`config.mk`:
```
export PLATFORM = sky130hd
export DESIGN_NAME = is_ex_ctrl
export DESIGN_NICKNAME = d
export VERILOG_FILES = /design/src/rtl/is_ex_ctrl_pkg.sv /design/src/rtl/is_ex_latency_ctr.sv /design/src/rtl/is_ex_ctrl.sv
export SDC_FILE = /design/constraint.sdc
export NUM_CORES = 1
export LEC_CHECK = 0
export BUFFER_PORTS_ARGS = -buffer_cell sky130_fd_sc_hd__buf_2
export CAP_MARGIN = 0
export CORE_AREA = 2 2 122 124
export CTS_CLUSTER_SIZE = 30
export DETAILED_ROUTE_END_ITERATION = 10
export DIE_AREA = 0 0 124 126
export HOLD_SLACK_MARGIN = 0.02
export PLACE_DENSITY = 0.71
export SLEW_MARGIN = 40
export SYNTH_ARGS = -nofsm -noshare
export SYNTH_HDL_FRONTEND = slang
export SYNTH_SLANG_ARGS = --single-unit
export TNS_END_PERCENT = 30
```
`constraint.sdc`:
```
create_clock -name clock -period 2.1 [get_ports clock]
set_clock_uncertainty 0.15 [all_clocks]
set_input_delay 0.525 -clock clock [delete_from_list [all_inputs] [get_ports clock]]
set_output_delay 0.525 -clock clock [all_outputs]
set_load 0.02 [all_outputs]
```
`src/rtl/is_ex_ctrl_pkg.sv`:
```
// Shared types for the issue/execute slot: decoder/RS packets, FSM state,
// functional-unit classes and the multiply-detect helper used by the RS too.
package is_ex_ctrl_pkg;

  localparam int XLEN         = 32;
  localparam int PRF_W        = 6;
  localparam int RS_IDX_W     = 4;
  localparam int MULT_LAT_DEF = 4;

  typedef logic [XLEN-1:0]     DATA;
  typedef logic [PRF_W-1:0]    PHYS_REG_IDX;
  typedef logic [RS_IDX_W-1:0] RS_IDX;

  typedef struct packed {
    PHYS_REG_IDX phys_reg;
  } TAG;

  typedef enum logic [4:0] {
    ALU_ADD, ALU_SUB, ALU_SLT, ALU_SLTU, ALU_AND, ALU_OR, ALU_XOR,
    ALU_SLL, ALU_SRL, ALU_SRA, ALU_MUL, ALU_MULH, ALU_MULHSU, ALU_MULHU
  } ALU_FUNC;

  typedef struct packed {
    RS_IDX   rs_idx;
    ALU_FUNC alu_func;
    logic    rd_mem;
    logic    wr_mem;
    TAG      t1;
    TAG      t2;
    TAG      dest;
  } DECODER_PACKET;

  typedef struct packed {
    logic          issue_en;
    DECODER_PACKET decoder_packet;
  } RS_IS_PACKET;

  typedef struct packed {
    logic  remove_en;
    RS_IDX remove_idx;
  } EX_RS_PACKET;

  typedef enum logic [1:0] {
    IS_EX_IDLE,
    IS_EX_EXEC,
    IS_EX_WB
  } IS_EX_STATE;

  typedef enum logic [1:0] {
    FU_ALU,
    FU_MULT,
    FU_MEM
  } FU_CLASS;

  function automatic logic is_mult(input ALU_FUNC f);
    return (f == ALU_MUL) || (f == ALU_MULH) || (f == ALU_MULHSU) || (f == ALU_MULHU);
  endfunction

  // Memory ops win over the ALU function field, which is don't-care for them.
  function automatic FU_CLASS fu_class_of(input ALU_FUNC f, input logic rd_mem,
                                          input logic wr_mem);
    if (rd_mem || wr_mem) return FU_MEM;
    if (is_mult(f))       return FU_MULT;
    return FU_ALU;
  endfunction

endpackage

```
`src/rtl/is_ex_latency_ctr.sv`:
```
// Down-counter for fixed-latency units; a load value of 0 marks the
// variable-latency (memory) path and the counter then holds at 0.
module is_ex_latency_ctr #(
  parameter int CNT_W = 4
) (
  input  logic             clk_i,
  input  logic             rst_i,
  input  logic             load_i,
  input  logic [CNT_W-1:0] load_val_i,
  input  logic             dec_i,
  output logic [CNT_W-1:0] cnt_o,
  output logic             last_o
);

  logic [CNT_W-1:0] cnt_q;

  always_ff @(posedge clk_i) begin
    if (rst_i) begin
      cnt_q <= '0;
    end else if (load_i) begin
      cnt_q <= load_val_i;
    end else if (dec_i && (cnt_q != '0)) begin
      cnt_q <= cnt_q - 1'b1;
    end
  end

  assign cnt_o  = cnt_q;
  assign last_o = (cnt_q == CNT_W'(1));

endmodule

```
`src/rtl/is_ex_ctrl.sv`:
```
// Single-slot issue/execute controller: latches one issued instruction,
// times it through ALU/MULT/MEM, then broadcasts on the CDB and retires the RS entry.
module is_ex_ctrl
  import is_ex_ctrl_pkg::*;
#(
  parameter int MULT_LAT = MULT_LAT_DEF,
  parameter int CNT_W    = 4
) (
  input  logic          clock,
  input  logic          reset,
  input  logic          interrupt,
  input  RS_IS_PACKET   rs_is_packet,
  output logic          is_stall,
  output PHYS_REG_IDX   prf_rd_idx1,
  output PHYS_REG_IDX   prf_rd_idx2,
  input  DATA           prf_rd_data1,
  input  DATA           prf_rd_data2,
  output logic          fu_valid,
  output DECODER_PACKET fu_packet,
  output DATA           fu_opa,
  output DATA           fu_opb,
  input  DATA           fu_result,
  input  logic          mem_done,
  input  DATA           mem_data,
  output logic          cdb_req,
  input  logic          cdb_gnt,
  output TAG            cdb_tag,
  output logic          cdb_en,
  output DATA           cdb_value,
  output EX_RS_PACKET   ex_rs_packet,
  output IS_EX_STATE    dbg_state
);

  IS_EX_STATE    state_q, state_d;
  DECODER_PACKET pkt_q, pkt_d;
  DATA           opa_q, opa_d;
  DATA           opb_q, opb_d;
  DATA           result_q, result_d;
  logic          first_q, first_d;

  logic             fire, accept, in_wb, mem_path;
  logic             ctr_load, ctr_dec, ctr_last;
  logic [CNT_W-1:0] ctr_load_val, ctr_cnt;

  is_ex_latency_ctr #(.CNT_W(CNT_W)) u_latency_ctr (
    .clk_i      (clock),
    .rst_i      (reset || interrupt),
    .load_i     (ctr_load),
    .load_val_i (ctr_load_val),
    .dec_i      (ctr_dec),
    .cnt_o      (ctr_cnt),
    .last_o     (ctr_last)
  );

  // Handshake: the RS offers with issue_en; the slot takes it when !is_stall.
  // is_stall drops in the fire cycle so a new issue can overlap the CDB
  // broadcast, and remove_en/cdb_en are asserted only in that fire cycle.
  assign in_wb    = (state_q == IS_EX_WB);
  assign fire     = in_wb && cdb_gnt;
  assign is_stall = (state_q != IS_EX_IDLE) && !fire;
  assign accept   = rs_is_packet.issue_en && !is_stall && !interrupt;
  assign mem_path = (ctr_cnt == '0);

  assign prf_rd_idx1 = rs_is_packet.decoder_packet.t1.phys_reg;
  assign prf_rd_idx2 = rs_is_packet.decoder_packet.t2.phys_reg;

  always_comb begin
    state_d      = state_q;
    pkt_d        = pkt_q;
    opa_d        = opa_q;
    opb_d        = opb_q;
    result_d     = result_q;
    first_d      = 1'b0;
    ctr_load     = 1'b0;
    ctr_load_val = '0;
    ctr_dec      = 1'b0;

    case (state_q)
      IS_EX_EXEC: begin
        if (mem_path) begin
          if (mem_done) begin
            result_d = mem_data;
            state_d  = IS_EX_WB;
          end
        end else begin
          ctr_dec = 1'b1;
          if (ctr_last) begin
            result_d = fu_result;
            state_d  = IS_EX_WB;
          end
        end
      end
      IS_EX_WB: begin
        if (fire) state_d = IS_EX_IDLE;
      end
      default: ;
    endcase

    // Accept overrides the WB->IDLE step so back-to-back issue has no bubble.
    if (accept) begin
      pkt_d    = rs_is_packet.decoder_packet;
      opa_d    = (rs_is_packet.decoder_packet.t1.phys_reg == '0) ? '0 : prf_rd_data1;
      opb_d    = (rs_is_packet.decoder_packet.t2.phys_reg == '0) ? '0 : prf_rd_data2;
      state_d  = IS_EX_EXEC;
      first_d  = 1'b1;
      ctr_load = 1'b1;
      case (fu_class_of(rs_is_packet.decoder_packet.alu_func,
                        rs_is_packet.decoder_packet.rd_mem,
                        rs_is_packet.decoder_packet.wr_mem))
        FU_MEM:  ctr_load_val = '0;
        FU_MULT: ctr_load_val = CNT_W'(MULT_LAT);
        default: ctr_load_val = CNT_W'(1);
      endcase
    end
  end

  always_ff @(posedge clock) begin
    if (reset || interrupt) begin
      state_q  <= IS_EX_IDLE;
      pkt_q    <= '0;
      opa_q    <= '0;
      opb_q    <= '0;
      result_q <= '0;
      first_q  <= 1'b0;
    end else begin
      state_q  <= state_d;
      pkt_q    <= pkt_d;
      opa_q    <= opa_d;
      opb_q    <= opb_d;
      result_q <= result_d;
      first_q  <= first_d;
    end
  end

  assign fu_valid   = (state_q == IS_EX_EXEC) && first_q;
  assign fu_packet  = pkt_q;
  assign fu_opa     = opa_q;
  assign fu_opb     = opb_q;
  assign cdb_req    = in_wb;
  assign cdb_en     = fire;
  assign cdb_tag    = in_wb ? pkt_q.dest : '0;
  assign cdb_value  = in_wb ? result_q : '0;
  assign ex_rs_packet.remove_en  = fire;
  assign ex_rs_packet.remove_idx = in_wb ? pkt_q.rs_idx : '0;
  assign dbg_state  = state_q;

endmodule

```
==> summary.txt <==
Pwr
  • Clk pwr share: 48.0%
  • Worst vdd ir: 0.0004497 V
  • Total power: 6.342 mW
  • Sw frac: 23.58%
  • P_int: 4.846 mW
  • Switching Power: 1.496 mW
  • Power Density: 780.5 nW/um2
  • Combinational share of power: 10.7%
  • Static Leak: 4.018 nW
  • Reg power frac: 41.3%

Synth
  • Synth Net Count: 633
  • Mapped Cells: 468
  • Synth cell types: 35
  • Leading area contributor after synthesis: dfxtp_1
  • Seq/Total Area, Yosys: 50.59%
  • Avg Cell Area, Syn: 11.16 um2
  • Synth area leaders: dfxtp_1, a22o_1, a211oi_2
  • Post-synth top area share: 50.59%
  • Yosys warns: 0
  • Mapped cell area: 5224 um2
  • Main synth FF type: dfxtp_1
  • Async set-or-reset flop fraction in the synthesized netlist: 0%
  • Seq cells post-synth: 132
  • Number of synthesized flops with an enable pin: 0

Timing
  • Max Slew Vio Count: 0
  • Slew @ Worst Pin: 0.5208 ns
  • Min Tclk post-route: 2.142 ns
  • Setup TNS: -0.6869 ns
  • Final period utilization: 102.0%
  • Worst slew margin: 65.28%
  • Final hold violations: 0
  • Final WS setup: -0.04163 ns
  • Setup-failing EPs final: 36
  • RSZ-0062 raised after global routing: yes
  • Max Clock Freq: 0.4669 GHz

Route
  • Drt initial violations: 132
  • ANT nets after route: 0
  • Via/cell ratio: 4.821
  • Drt total wl: 15790 um
  • Detailed Routing Iterations Pass 1: 4
  • Vias: 4725
  • DR WL/cell: 16.11 um
  • DRC viols: 0

Setup path
  • Startpoint types: flop
  • Stages on worst setup path: 5
  • Critical-path cell list: nor2b_4 -> buf_6 -> buf_12 -> and2_1 -> buf_6
  • Slowest stage delay, CP: 0.34 ns
  • CP arrival: 1.47 ns
  • Delay-heaviest family, CP: buffers and inverters
  • Crit. End Element: output port
  • CP Class: flop to output port
  • Slowest cell on crit path: dfxtp_4
  • CP required: 1.42 ns
  • Worst Reg-to-Reg Cells: 7
  • Worst Path Max Fanout: 19
  • Most frequent CP cell: buf_6
  • Buf+Inv Stages, Crit Path: 3

Layout
  • Fin nets: 949
  • Synth-to-layout area growth: 55.54%
  • Finished Core Util: 56.77%
  • Ratio of cells with drive above 1 in the final layout: 55.78%
  • Most frequent cells in the layout: buf_2, dfxtp_1, a22o_1
  • Most common cell after layout, fill and taps aside: buf_2
  • Non-filler cells, final: 980
  • Diodes inserted: 0

Clocking
  • CTS tree: built
  • Hold buffer count at CTS: 0
  • Clock slew at reported path FFs: 0.06 ns
  • Clock latency at the later pin of the worst-skew pair: 0.40 ns
  • # clock sinks: 132
  • Total CTS buffers: 17
  • Clk buf depth: 2
  • Clock root buffer: clkbuf_16
  • H-tree level count: 4

Global route
  • Total track usage: 19.78%
  • First-pass GRT wire length: 23520 um
  • Vias in the first global route: 4620
  • GRT overflow: 0
  • Initial antenna violation count: 0
  • Largest net degree at the start of global routing: 65

Worst hold path
  • Hold Crit Class: primary input to flop
  • WHS Path Cells: 2

Floorplan
  • Die area: 15620 um2
  • Chip width: 124 um
  • Total core area: 14310 um2
  • Die extent in y: 126 um
  • Initial Util: 36.49%
  • # rows: 44
  • # IOs: 317

Status
  • Failing checks: setup timing
  • Status: finished, violations left

Placed design
  • Post-DP HPWL: 11200 um
  • RePlAce Congestion: 0.7859
  • # port buffers: 316
  • Inst Count DP: 942

Run
  • Max Cap Violations: 0
sequential cells by signal (all words and copies together), names as in the netlist:
signal,cells
u_latency_ctr.cnt_o,4
fu_opa,32
fu_opb,32
dbg_state,2
first_q,1
fu_packet,29
result_q,32
cells in the mapped netlist (2+ instances only):
master / number
a22o_1: 93
a211oi_1: 5
o21ai_0: 2
clkbuf_1: 13
buf_6: 3
buf_2: 10
dfxtp_1: 132
mux2i_1: 34
a21oi_1: 2
nand2_1: 5
nor3b_1: 2
nor2b_1: 4
nor3_1: 3
buf_4: 23
ha_1: 2
o31a_1: 2
xnor2_1: 2
or4_1: 2
inv_1: 4
a211oi_2: 28
nand2b_1: 5
and2_1: 44
nor2_1: 36
per-stage QoR:
stage	hold slack [ns]	cell area, um2	worst slack [ns]
floorplan	0.3237	5228	0.09447
global placement	0.3067	7036	0.005945
detailed placement	0.3084	7036	0.002465
CTS	0.1500	8083	-0.05755
global route	0.1487	8125	-0.1001
finish	0.1720	8125	-0.04163
final cells by class:
cell class	count	area, um2
clock buffers	20	466.7
clock inverters	11	151.4
fillers	1266	6188
inverters	4	15.01
multi-input cells	282	2350
flip-flops and latches	132	2650
well taps	184	230.2
repair buffers	347	2262
layer usage:
metal	global-route usage, %	vias up	routed length, um
li1	-	2332	-
met1	21.57	2176	6072
met2	35.13	203	8165
met3	7.156	14	1383
met4	6.609	0	172
met5	0	-	0
logic make-up after synthesis:
| kind of cell | Yosys count | share of synthesized area, % |
|---|---|---|
| multiplexers | 34 | 6.515 |
| AO/OA/AOI/OAI | 137 | 24.50 |
| AND/OR/NAND/NOR | 107 | 11.38 |
| flip-flops | 132 | 50.59 |
| adder cells (fa/ha/maj) | 2 | 0.4790 |
| buffers and inverters | 54 | 6.204 |
| XOR/XNOR | 2 | 0.3354 |
power groups by stage:
| stage | sequential [mW] | clock [mW] | combinational, mW |
|---|---|---|---|
| global route | 2.63 | 3.25 | 0.735 |
| detailed placement | 2.67 | 0 | 0.672 |
| finish | 2.62 | 3.04 | 0.678 |
| floorplan | 2.75 | 0 | 0.288 |
| CTS | 2.62 | 3.11 | 0.684 |
| global placement | 2.67 | 0 | 0.666 |
repair_timing:
action                                  in CTS  in global routing
endpoints found under the setup margin      46                 47
resized for setup                          110                 15
pin swaps                                   15                  6
buffers inserted                             5                  0
gates cloned                                 2                  0
worst paths after layout:
path,start,to,slack [ns]
worst max register to register,u_latency_ctr.cnt_o[0],result_q[28],0.13
worst min-delay path,prf_rd_data2[0],fu_opb[0],0.17
worst min register to register,fu_opa[6],fu_opa[6],0.32
worst max-delay path,dbg_state[1],cdb_value[25],-0.04
Note: power is estimated with default switching activity, not from simulation.
